<file path="config.mk">
export PLATFORM = sky130hd
export DESIGN_NAME = sha256_round_engine
export DESIGN_NICKNAME = d
export VERILOG_FILES = /design/src/rtl/sha256_round_engine_pkg.sv /design/src/rtl/sha256_w_schedule.sv /design/src/rtl/sha256_round_engine.sv
export SDC_FILE = /design/constraint.sdc
export NUM_CORES = 2
export LEC_CHECK = 0
export CAP_MARGIN = 20
export CORE_AREA = 8 8 409 411
export DETAILED_ROUTE_END_ITERATION = 7
export DIE_AREA = 0 0 417 419
export PLACE_DENSITY = 0.72
export SYNTH_ARGS = -nofsm -noshare
export SYNTH_HDL_FRONTEND = slang
export SYNTH_HIERARCHICAL = 1
export SYNTH_SLANG_ARGS = --single-unit
export TNS_END_PERCENT = 30
</file>
<file path="constraint.sdc">
create_clock -name clk -period 7.8 [get_ports clk]
set_input_delay 2.34 -clock clk [delete_from_list [all_inputs] [get_ports clk]]
set_output_delay 2.34 -clock clk [all_outputs]
set_load 0.005 [all_outputs]
</file>
<file path="src/rtl/sha256_round_engine_pkg.sv">
// Shared SHA-256 definitions for the round engine and its schedule.
// The package holds the initial hash words, the K constants, the FSM encodings and the
// bitwise round functions of the compression step.
package sha256_round_engine_pkg;

    typedef logic [31:0] word_t;

    // Initial hash value H(0) for a fresh message.
    localparam word_t SHA256_H0 = 32'h6a09e667;
    localparam word_t SHA256_H1 = 32'hbb67ae85;
    localparam word_t SHA256_H2 = 32'h3c6ef372;
    localparam word_t SHA256_H3 = 32'ha54ff53a;
    localparam word_t SHA256_H4 = 32'h510e527f;
    localparam word_t SHA256_H5 = 32'h9b05688c;
    localparam word_t SHA256_H6 = 32'h1f83d9ab;
    localparam word_t SHA256_H7 = 32'h5be0cd19;
    localparam logic [255:0] SHA256_H_INIT = {SHA256_H0, SHA256_H1, SHA256_H2, SHA256_H3,
                                              SHA256_H4, SHA256_H5, SHA256_H6, SHA256_H7};

    // FSM encodings.
    localparam logic [1:0] ST_IDLE  = 2'd0;
    localparam logic [1:0] ST_PRIME = 2'd1;
    localparam logic [1:0] ST_ROUND = 2'd2;
    localparam logic [1:0] ST_FINAL = 2'd3;

    // Round constants K[0..63].
    localparam word_t K_TABLE [64] = '{
        32'h428a2f98, 32'h71374491, 32'hb5c0fbcf, 32'he9b5dba5, 32'h3956c25b, 32'h59f111f1, 32'h923f82a4, 32'hab1c5ed5,
        32'hd807aa98, 32'h12835b01, 32'h243185be, 32'h550c7dc3, 32'h72be5d74, 32'h80deb1fe, 32'h9bdc06a7, 32'hc19bf174,
        32'he49b69c1, 32'hefbe4786, 32'h0fc19dc6, 32'h240ca1cc, 32'h2de92c6f, 32'h4a7484aa, 32'h5cb0a9dc, 32'h76f988da,
        32'h983e5152, 32'ha831c66d, 32'hb00327c8, 32'hbf597fc7, 32'hc6e00bf3, 32'hd5a79147, 32'h06ca6351, 32'h14292967,
        32'h27b70a85, 32'h2e1b2138, 32'h4d2c6dfc, 32'h53380d13, 32'h650a7354, 32'h766a0abb, 32'h81c2c92e, 32'h92722c85,
        32'ha2bfe8a1, 32'ha81a664b, 32'hc24b8b70, 32'hc76c51a3, 32'hd192e819, 32'hd6990624, 32'hf40e3585, 32'h106aa070,
        32'h19a4c116, 32'h1e376c08, 32'h2748774c, 32'h34b0bcb5, 32'h391c0cb3, 32'h4ed8aa4a, 32'h5b9cca4f, 32'h682e6ff3,
        32'h748f82ee, 32'h78a5636f, 32'h84c87814, 32'h8cc70208, 32'h90befffa, 32'ha4506ceb, 32'hbef9a3f7, 32'hc67178f2
    };

    function automatic word_t rotr(input word_t x, input logic [4:0] n);
        return (x >> n) | (x << (6'd32 - {1'b0, n}));
    endfunction

    function automatic word_t ch(input word_t x, input word_t y, input word_t z);
        return (x & y) ^ (~x & z);
    endfunction

    function automatic word_t maj(input word_t x, input word_t y, input word_t z);
        return (x & y) ^ (x & z) ^ (y & z);
    endfunction

    // Upper-case sigma functions act on the working variables.
    function automatic word_t big_sigma0(input word_t x);
        return rotr(x, 5'd2) ^ rotr(x, 5'd13) ^ rotr(x, 5'd22);
    endfunction

    function automatic word_t big_sigma1(input word_t x);
        return rotr(x, 5'd6) ^ rotr(x, 5'd11) ^ rotr(x, 5'd25);
    endfunction

    // Lower-case sigma functions act on the message schedule.
    function automatic word_t small_sigma0(input word_t x);
        return rotr(x, 5'd7) ^ rotr(x, 5'd18) ^ (x >> 3);
    endfunction

    function automatic word_t small_sigma1(input word_t x);
        return rotr(x, 5'd17) ^ rotr(x, 5'd19) ^ (x >> 10);
    endfunction

endpackage

</file>
<file path="src/rtl/sha256_w_schedule.sv">
// SHA-256 message schedule as a 16-word sliding window.
// The window always holds W[r..r+15], so the word consumed by round r is simply w[0];
// each shift appends the expanded word W[r+16], computed from the current window.
module sha256_w_schedule
    import sha256_round_engine_pkg::*;
(
    input  logic         clk,
    input  logic         reset_n,
    input  logic         load,
    input  logic         shift,
    input  logic [511:0] message,
    output logic [31:0]  wr
);

    word_t w_r [16];
    word_t next_w_s;

    // Expanded word W[r+16] from the window W[r..r+15].
    always_comb begin
        next_w_s = small_sigma1(w_r[14]) + w_r[9] + small_sigma0(w_r[1]) + w_r[0];
    end

    // Window register: parallel load of the block, or slide by one word per round.
    always_ff @(posedge clk or negedge reset_n) begin
        if (!reset_n) begin
            for (int i = 0; i < 16; i++) begin
                w_r[i] <= 32'h0000_0000;
            end
        end else if (load) begin
            for (int i = 0; i < 16; i++) begin
                w_r[i] <= message[511 - 32*i -: 32];
            end
        end else if (shift) begin
            for (int i = 0; i < 15; i++) begin
                w_r[i] <= w_r[i + 1];
            end
            w_r[15] <= next_w_s;
        end else begin
            for (int i = 0; i < 16; i++) begin
                w_r[i] <= w_r[i];
            end
        end
    end

    assign wr = w_r[0];

endmodule

</file>
<file path="src/rtl/sha256_round_engine.sv">
// Iterative SHA-256 compression core: one round per clock, chained hash output.
// The K ROM sits outside this block; round is driven one cycle ahead so that the ROM's
// registered Kt lines up with the round being applied.
module sha256_round_engine
    import sha256_round_engine_pkg::*;
#(
    parameter int ROUNDS = 64
) (
    input  logic         clk,
    input  logic         reset_n,
    input  logic         start,
    input  logic [511:0] message,
    input  logic [255:0] h_in,
    output logic [5:0]   round,
    input  logic [31:0]  Kt,
    output logic         busy,
    output logic         done,
    output logic [255:0] h_out
);

    localparam logic [5:0] LAST_ROUND = 6'(ROUNDS - 1);

    logic [1:0]   state_r;
    logic [5:0]   r_r;
    logic         busy_r;
    logic         done_r;
    logic [255:0] h_out_r;
    word_t        work_r  [8];   // a..h at index 0..7
    word_t        hsave_r [8];   // chaining value added back in FINAL

    logic         accept_s;
    logic [5:0]   round_s;
    word_t        wr_s;
    word_t        t1_s;
    word_t        t2_s;
    logic [255:0] final_s;

    assign accept_s = (state_r == ST_IDLE) && start;

    sha256_w_schedule u_w_schedule (
        .clk     (clk),
        .reset_n (reset_n),
        .load    (accept_s),
        .shift   (state_r == ST_ROUND),
        .message (message),
        .wr      (wr_s)
    );

    // ROM address: one round ahead while iterating, otherwise parked on K[0].
    always_comb begin
        case (state_r)
            ST_ROUND: round_s = r_r + 6'd1;
            default:  round_s = 6'd0;
        endcase
    end

    // Round temporaries for the round currently being applied.
    always_comb begin
        t1_s = work_r[7] + big_sigma1(work_r[4]) + ch(work_r[4], work_r[5], work_r[6]) + Kt + wr_s;
        t2_s = big_sigma0(work_r[0]) + maj(work_r[0], work_r[1], work_r[2]);
    end

    // Chained result: saved hash plus final working variables, word by word.
    always_comb begin
        final_s = '0;
        for (int i = 0; i < 8; i++) begin
            final_s[255 - 32*i -: 32] = hsave_r[i] + work_r[i];
        end
    end

    // Control FSM, working variables and result registers.
    always_ff @(posedge clk or negedge reset_n) begin
        if (!reset_n) begin
            state_r <= ST_IDLE;
            r_r     <= 6'd0;
            busy_r  <= 1'b0;
            done_r  <= 1'b0;
            h_out_r <= 256'h0;
            for (int i = 0; i < 8; i++) begin
                work_r[i]  <= 32'h0000_0000;
                hsave_r[i] <= 32'h0000_0000;
            end
        end else begin
            done_r <= 1'b0;
            case (state_r)
                ST_IDLE: begin
                    if (start) begin
                        state_r <= ST_PRIME;
                        busy_r  <= 1'b1;
                        for (int i = 0; i < 8; i++) begin
                            work_r[i]  <= h_in[255 - 32*i -: 32];
                            hsave_r[i] <= h_in[255 - 32*i -: 32];
                        end
                    end else begin
                        state_r <= ST_IDLE;
                    end
                end
                ST_PRIME: begin
                    state_r <= ST_ROUND;
                    r_r     <= 6'd0;
                end
                ST_ROUND: begin
                    work_r[0] <= t1_s + t2_s;
                    work_r[1] <= work_r[0];
                    work_r[2] <= work_r[1];
                    work_r[3] <= work_r[2];
                    work_r[4] <= work_r[3] + t1_s;
                    work_r[5] <= work_r[4];
                    work_r[6] <= work_r[5];
                    work_r[7] <= work_r[6];
                    r_r       <= r_r + 6'd1;
                    if (r_r == LAST_ROUND) begin
                        state_r <= ST_FINAL;
                    end else begin
                        state_r <= ST_ROUND;
                    end
                end
                ST_FINAL: begin
                    h_out_r <= final_s;
                    done_r  <= 1'b1;
                    busy_r  <= 1'b0;
                    state_r <= ST_IDLE;
                end
                default: begin
                    state_r <= ST_IDLE;
                    busy_r  <= 1'b0;
                end
            endcase
        end
    end

    assign round = round_s;
    assign busy  = busy_r;
    assign done  = done_r;
    assign h_out = h_out_r;

endmodule

</file>
Word-level counts from Yosys, hierarchy flattened:

Cells that the tools add are included.

* latch bits: 0
* memories kept: 0
* bits of input ports: 803
* flip-flop bits (word level): 1290
* RAM bits: 0
* memory bits (read-only): 0

* $mul: 0
* $add $sub $neg: 19
* order comparisons: 0
* shift-type cells: 0
* multiplexer cells: 12
* div/mod/pow operators: 0
* reductions and logical operators: 9
* bitwise logic cells: 27
* equality and inequality tests: 5

Operators with widths (number)
* $mux 512: 2
* $add 32x32->32: 18
* $pmux 256 s2: 1
* $xor 32x32->32: 9
* $mux 256: 1
* $and 32x32->32: 5
* $not 32->32: 1
* $or 10x32->32: 1
* $or 13x32->32: 1
* $or 14x32->32: 1
* $or 15x32->32: 1
* $or 19x32->32: 1
* $or 21x32->32: 1
* $or 25x32->32: 1
* $or 26x32->32: 1
* $or 30x32->32: 1
* $or 7x32->32: 1
* $xor 32x22->32: 1
* $xor 32x29->32: 1
* $pmux 6 s2: 1
* $pmux 2 s4: 1
* $reduce_bool 2->1: 4
* $add 6x1->6 const B: 1
* $eq 6x6->1 const B: 1
* 9 further kinds: 15

Longest topological paths before layout:

* depth in word-level cells: 9
* mapped depth: 33
* gate-level depth less buffers: 32

Hierarchy:

The synthesis kept the hierarchy.

By module, submodules not included
* sha256_round_engine: instances 1, area an instance 52784.4 um^2, seq. area each 19468.7 um^2, cells an instance 5334
* sha256_w_schedule: instances 1, area an instance 27895.5 um^2, seq. area each 12812.3 um^2, cells an instance 2808

Worst setup path before layout:

OpenSTA, ideal clock, no wires.

* path type: input to register
* start point: in Kt[2]
* end point: reg work_r[127] in the netlist's numbering
* stages on the path: 27
* setup slack: -0.591 ns
* data required time: 7.731 ns
* setup time: 0.069 ns
* buffers on the path: 0
* arrival time: 8.322 ns
* cells stage by stage: inv_1 fa_1 inv_1 fa_1 inv_1 fa_1 inv_1 ha_1 a211oi_1 o211ai_1 a21boi_1 a2111oi_0 o21ai_1 o21ai_1 a2111oi_0 nor2_1 a21oi_1 xnor2_1 ha_1 and3_1 nand3_1 or4_1 a31oi_1 a21o_1 a21oi_1 or4_1 nand3_1

* cells in the longest elaborated chain, start to end: 4

RTL lines
* start, declared: RTL line sha256_round_engine.sv:15 `input logic [31:0] Kt,`
* $add 32x32->32 (2 in series): RTL line sha256_round_engine.sv:59 `t1_s = work_r[7] + big_sigma1(work_r[4]) + ch(work_r[4], work_r[5], work_r[6]) + Kt + wr_s;`
* $add 32x32->32: RTL line sha256_round_engine.sv:107 `work_r[4] <= work_r[3] + t1_s;`
* $pmux 256 s2: RTL line sha256_round_engine.sv:85 `case (state_r)`
* end signal, assigned by index: RTL line sha256_round_engine.sv:91 `work_r[i] <= h_in[255 - 32*i -: 32];`
* end, declared: RTL line sha256_round_engine.sv:28 `word_t work_r [8];`

Every way passes these cells.
A chain may end at the register's enable or synchronous reset.

Final worst setup path:

* start point: in Kt[15]
* end point: reg work_r[255] in the netlist's numbering

* cells in the longest elaborated chain, start to end: 4

RTL lines
* $add 32x32->32 (2 in series): RTL line sha256_round_engine.sv:59
* $add 32x32->32: RTL line sha256_round_engine.sv:103 `work_r[0] <= t1_s + t2_s;`
* $pmux 256 s2: RTL line sha256_round_engine.sv:85

Every way passes these cells.

==> impl_metrics.ini <==
[sta]
fin_ws_ns = -0.0682
final.period_utilization_pct = 101
hold_viol = 0
setup_violations = 2
tightest_slew_ns = 1.17
max_slew_margin_pct = 22.3
rsz0062_at_grt = true
drv_slew = 0
skew_ns = 0.0394
max_freq_ghz = 0.127
period_needed_ns = 7.87

[route]
drc = 0
drt_pass1_iterations = 6
via_per_inst = 5.85
wirelength_mm = 318
ant_nets = 0
num_vias = 67800
first_iter_violations = 6454
drt-wirelength-per-cell_um = 27.4

[yosys]
yosysWarnings = 6
synth_edf_count = 0
syn_nets = 9516
synthArstFlopShare_pct = 100
ys_seq_area_share_pct = 40.0
ys_ff_latch = 1290
netlist_instances = 8142
ys.flop_type = dfrtp_1
yosysUniqueCellTypes = 97
netlist_area_um2 = 80700
syn-mean-instance-area_um2 = 9.91

[clock_network]
cts_buffer_depth = 3
worstSkewPairLatency_ns = 0.81
cts_buffers = 150
path_clk_slew_ns = 0.06
cts_sinks = 1290
htreeDepth = 4
ctsHoldBuffers = 0
clockRootBuffer = clkbuf_16
tritoncts = built

[floorplanning]
start_util_pct = 50.0
chipWidth_um = 417
die_h_um = 419
num_rows = 148
io_pins = 1067
core_um2 = 161000
die-area_um2 = 175000

[hold_path]
hold_path_depth = 2
hp-class = flip-flop to flip-flop

[placed_design]
gp_congestion = 0.979
dp.cells = 11200
dp_hpwl_mm = 252
place.port_buffers = 1066

[global_route]
antenna_found_initial = 80
grt_pass1_wl_mm = 460
track_usage_pct = 35.3
first_global_vias = 68000
grt_overflow = 0
grt_max_degree = 301

[cells_and_area]
fin_nets = 10600
final_cell_mix = 1290 x dfrtp_1, 1046 x clkdlybuf4s50_1, 749 x nand2_1
mostFrequentLayoutCell = dfrtp_1
area_growth_syn_to_layout_pct = 25.7
drive_gt1_share_pct = 13.6
fillers = 13300
stdcell_count = 11600

[setup_path]
path_class = input port to flip-flop
rr_worst_depth = 31
crit_top_cell = fa_1
cp.required_ns = 8.47
cpPeakStageDelay_ns = 0.53
cp-end-kind = flip-flop
startpoint_type = input port
crit_fanout = 3
r2r_slack_ns = 0.85
crit_arrival_ns = 8.54
critPathSlowestCell = fa_1

[outcome]
status = complete, but fails checks
violations = setup timing

[flow_run]
maxCapViolCount = 0
worst max-delay path, delay by kind of cell:
kind,cells,cell delay [ns]
fa+ha+maj,6,2.54
compound gates,8,1.43
simple gates,4,0.96
buf+inv,8,0.76
xor+xnor,3,0.48
sequential cells by signal, indices dropped and copies added (netlist names):
name,cells
work_r,256
r_r,6
busy,1
u_w_schedule/wr,32
h_out,256
u_w_schedule/w_r,480
done,1
state_r,2
hsave_r,256
cell usage after synthesis (all sizes together), types with 14 or more instances:
cell type  instances  share of area, %
o31ai             49              0.47
fa               195               4.8
a211oi            41              0.40
xnor2            418               4.5
a31o              14              0.15
nor2b             46              0.36
o211ai            20              0.19
a21o             195               1.8
and3              42              0.33
o21bai            38              0.35
a31oi             36              0.29
nand3             55              0.34
nand4             29              0.22
a21oi            568               3.5
nor2             444               2.1
nor3b             24              0.22
dfrtp           1290                40
ha               376               5.8
xor2             145               1.6
nor3              61              0.39
mux2i            743               9.2
clkbuf           388               1.8
mux2             430               6.0
a211o             15              0.16
o21ai            770               4.8
inv              491               2.3
or3               21              0.17
nand2            754               3.5
buf              111              0.75
nand2b            40              0.31
o21a              69              0.64
layer usage:
| layer | GRT usage [%] | wire length [um] | up-vias |
|---|---|---|---|
| met5 | 0 | 167 | - |
| li1 | - | - | 30500 |
| met2 | 57.1 | 148000 | 3002 |
| met3 | 6.50 | 22900 | 746 |
| met4 | 22.5 | 23200 | 26 |
| met1 | 43.6 | 123000 | 33500 |
timing repair:
action | 4_1_cts | 5_1_grt
endpoints found under the setup margin | 32 | 24
gates cloned | 0 | 0
setup buffers | 22 | 5
pin swaps | 70 | 72
resized for setup | 148 | 66
path summary, 6_finish.rpt:
kind                                           end               startpoint
max                        work_r[255]$_DFFE_PN0P_                   Kt[15]
min reg2reg                 h_out[114]$_DFFE_PN0P_   h_out[114]$_DFFE_PN0P_
max in group asynchronous    h_out[97]$_DFFE_PN0P_                  reset_n
max reg2reg                work_r[254]$_DFFE_PN0P_  work_r[114]$_DFFE_PN0P_
min in group asynchronous   h_out[245]$_DFFE_PN0P_                  reset_n
min                         h_out[114]$_DFFE_PN0P_   h_out[114]$_DFFE_PN0P_
area by class of cell:
type | instances | area [um^2] | area share (%)
timing repair buffer | 1443 | 13800 | 13.6
sequential | 1290 | 32300 | 31.8
multi-input combinational | 5860 | 45300 | 44.7
clock buffer | 200 | 4200 | 4.14
clock inverter | 72 | 1070 | 1.05
tap | 2175 | 2720 | 2.68
antenna | 65 | 163 | 0.160
inverter | 492 | 1880 | 1.85
through the flow:
| step | setup slack, ns | utilization, % | instance area (um^2) | setup TNS, ns | hold WS [ns] |
|---|---|---|---|---|---|
| final | -0.0682 | 62.9 | 101000 | -0.107 | 0.486 |
| after global routing | -0.309 | 62.9 | 101000 | -2.77 | 0.503 |
| after CTS | 0.000294 | 62.6 | 101000 | 0 | 0.484 |
| after detailed placement | -1.65 | 59.0 | 95200 | -47.24 | 0.470 |
| after global placement | -1.49 | 59.0 | 95200 | -42.11 | 0.463 |
| after floorplan | -0.209 | - | 81000 | -1.09 | 0.470 |
cell families after synthesis:
logic type	share of synthesized area, %
compound gates	14.5
simple gates	8.58
flops	40.0
mux	15.2
buf+inv	4.88
fa+ha+maj	10.7
xor+xnor	6.11
Power is not shown: default switching activity piles up to over one toggle a cycle in this logic, so the estimate is an artifact.
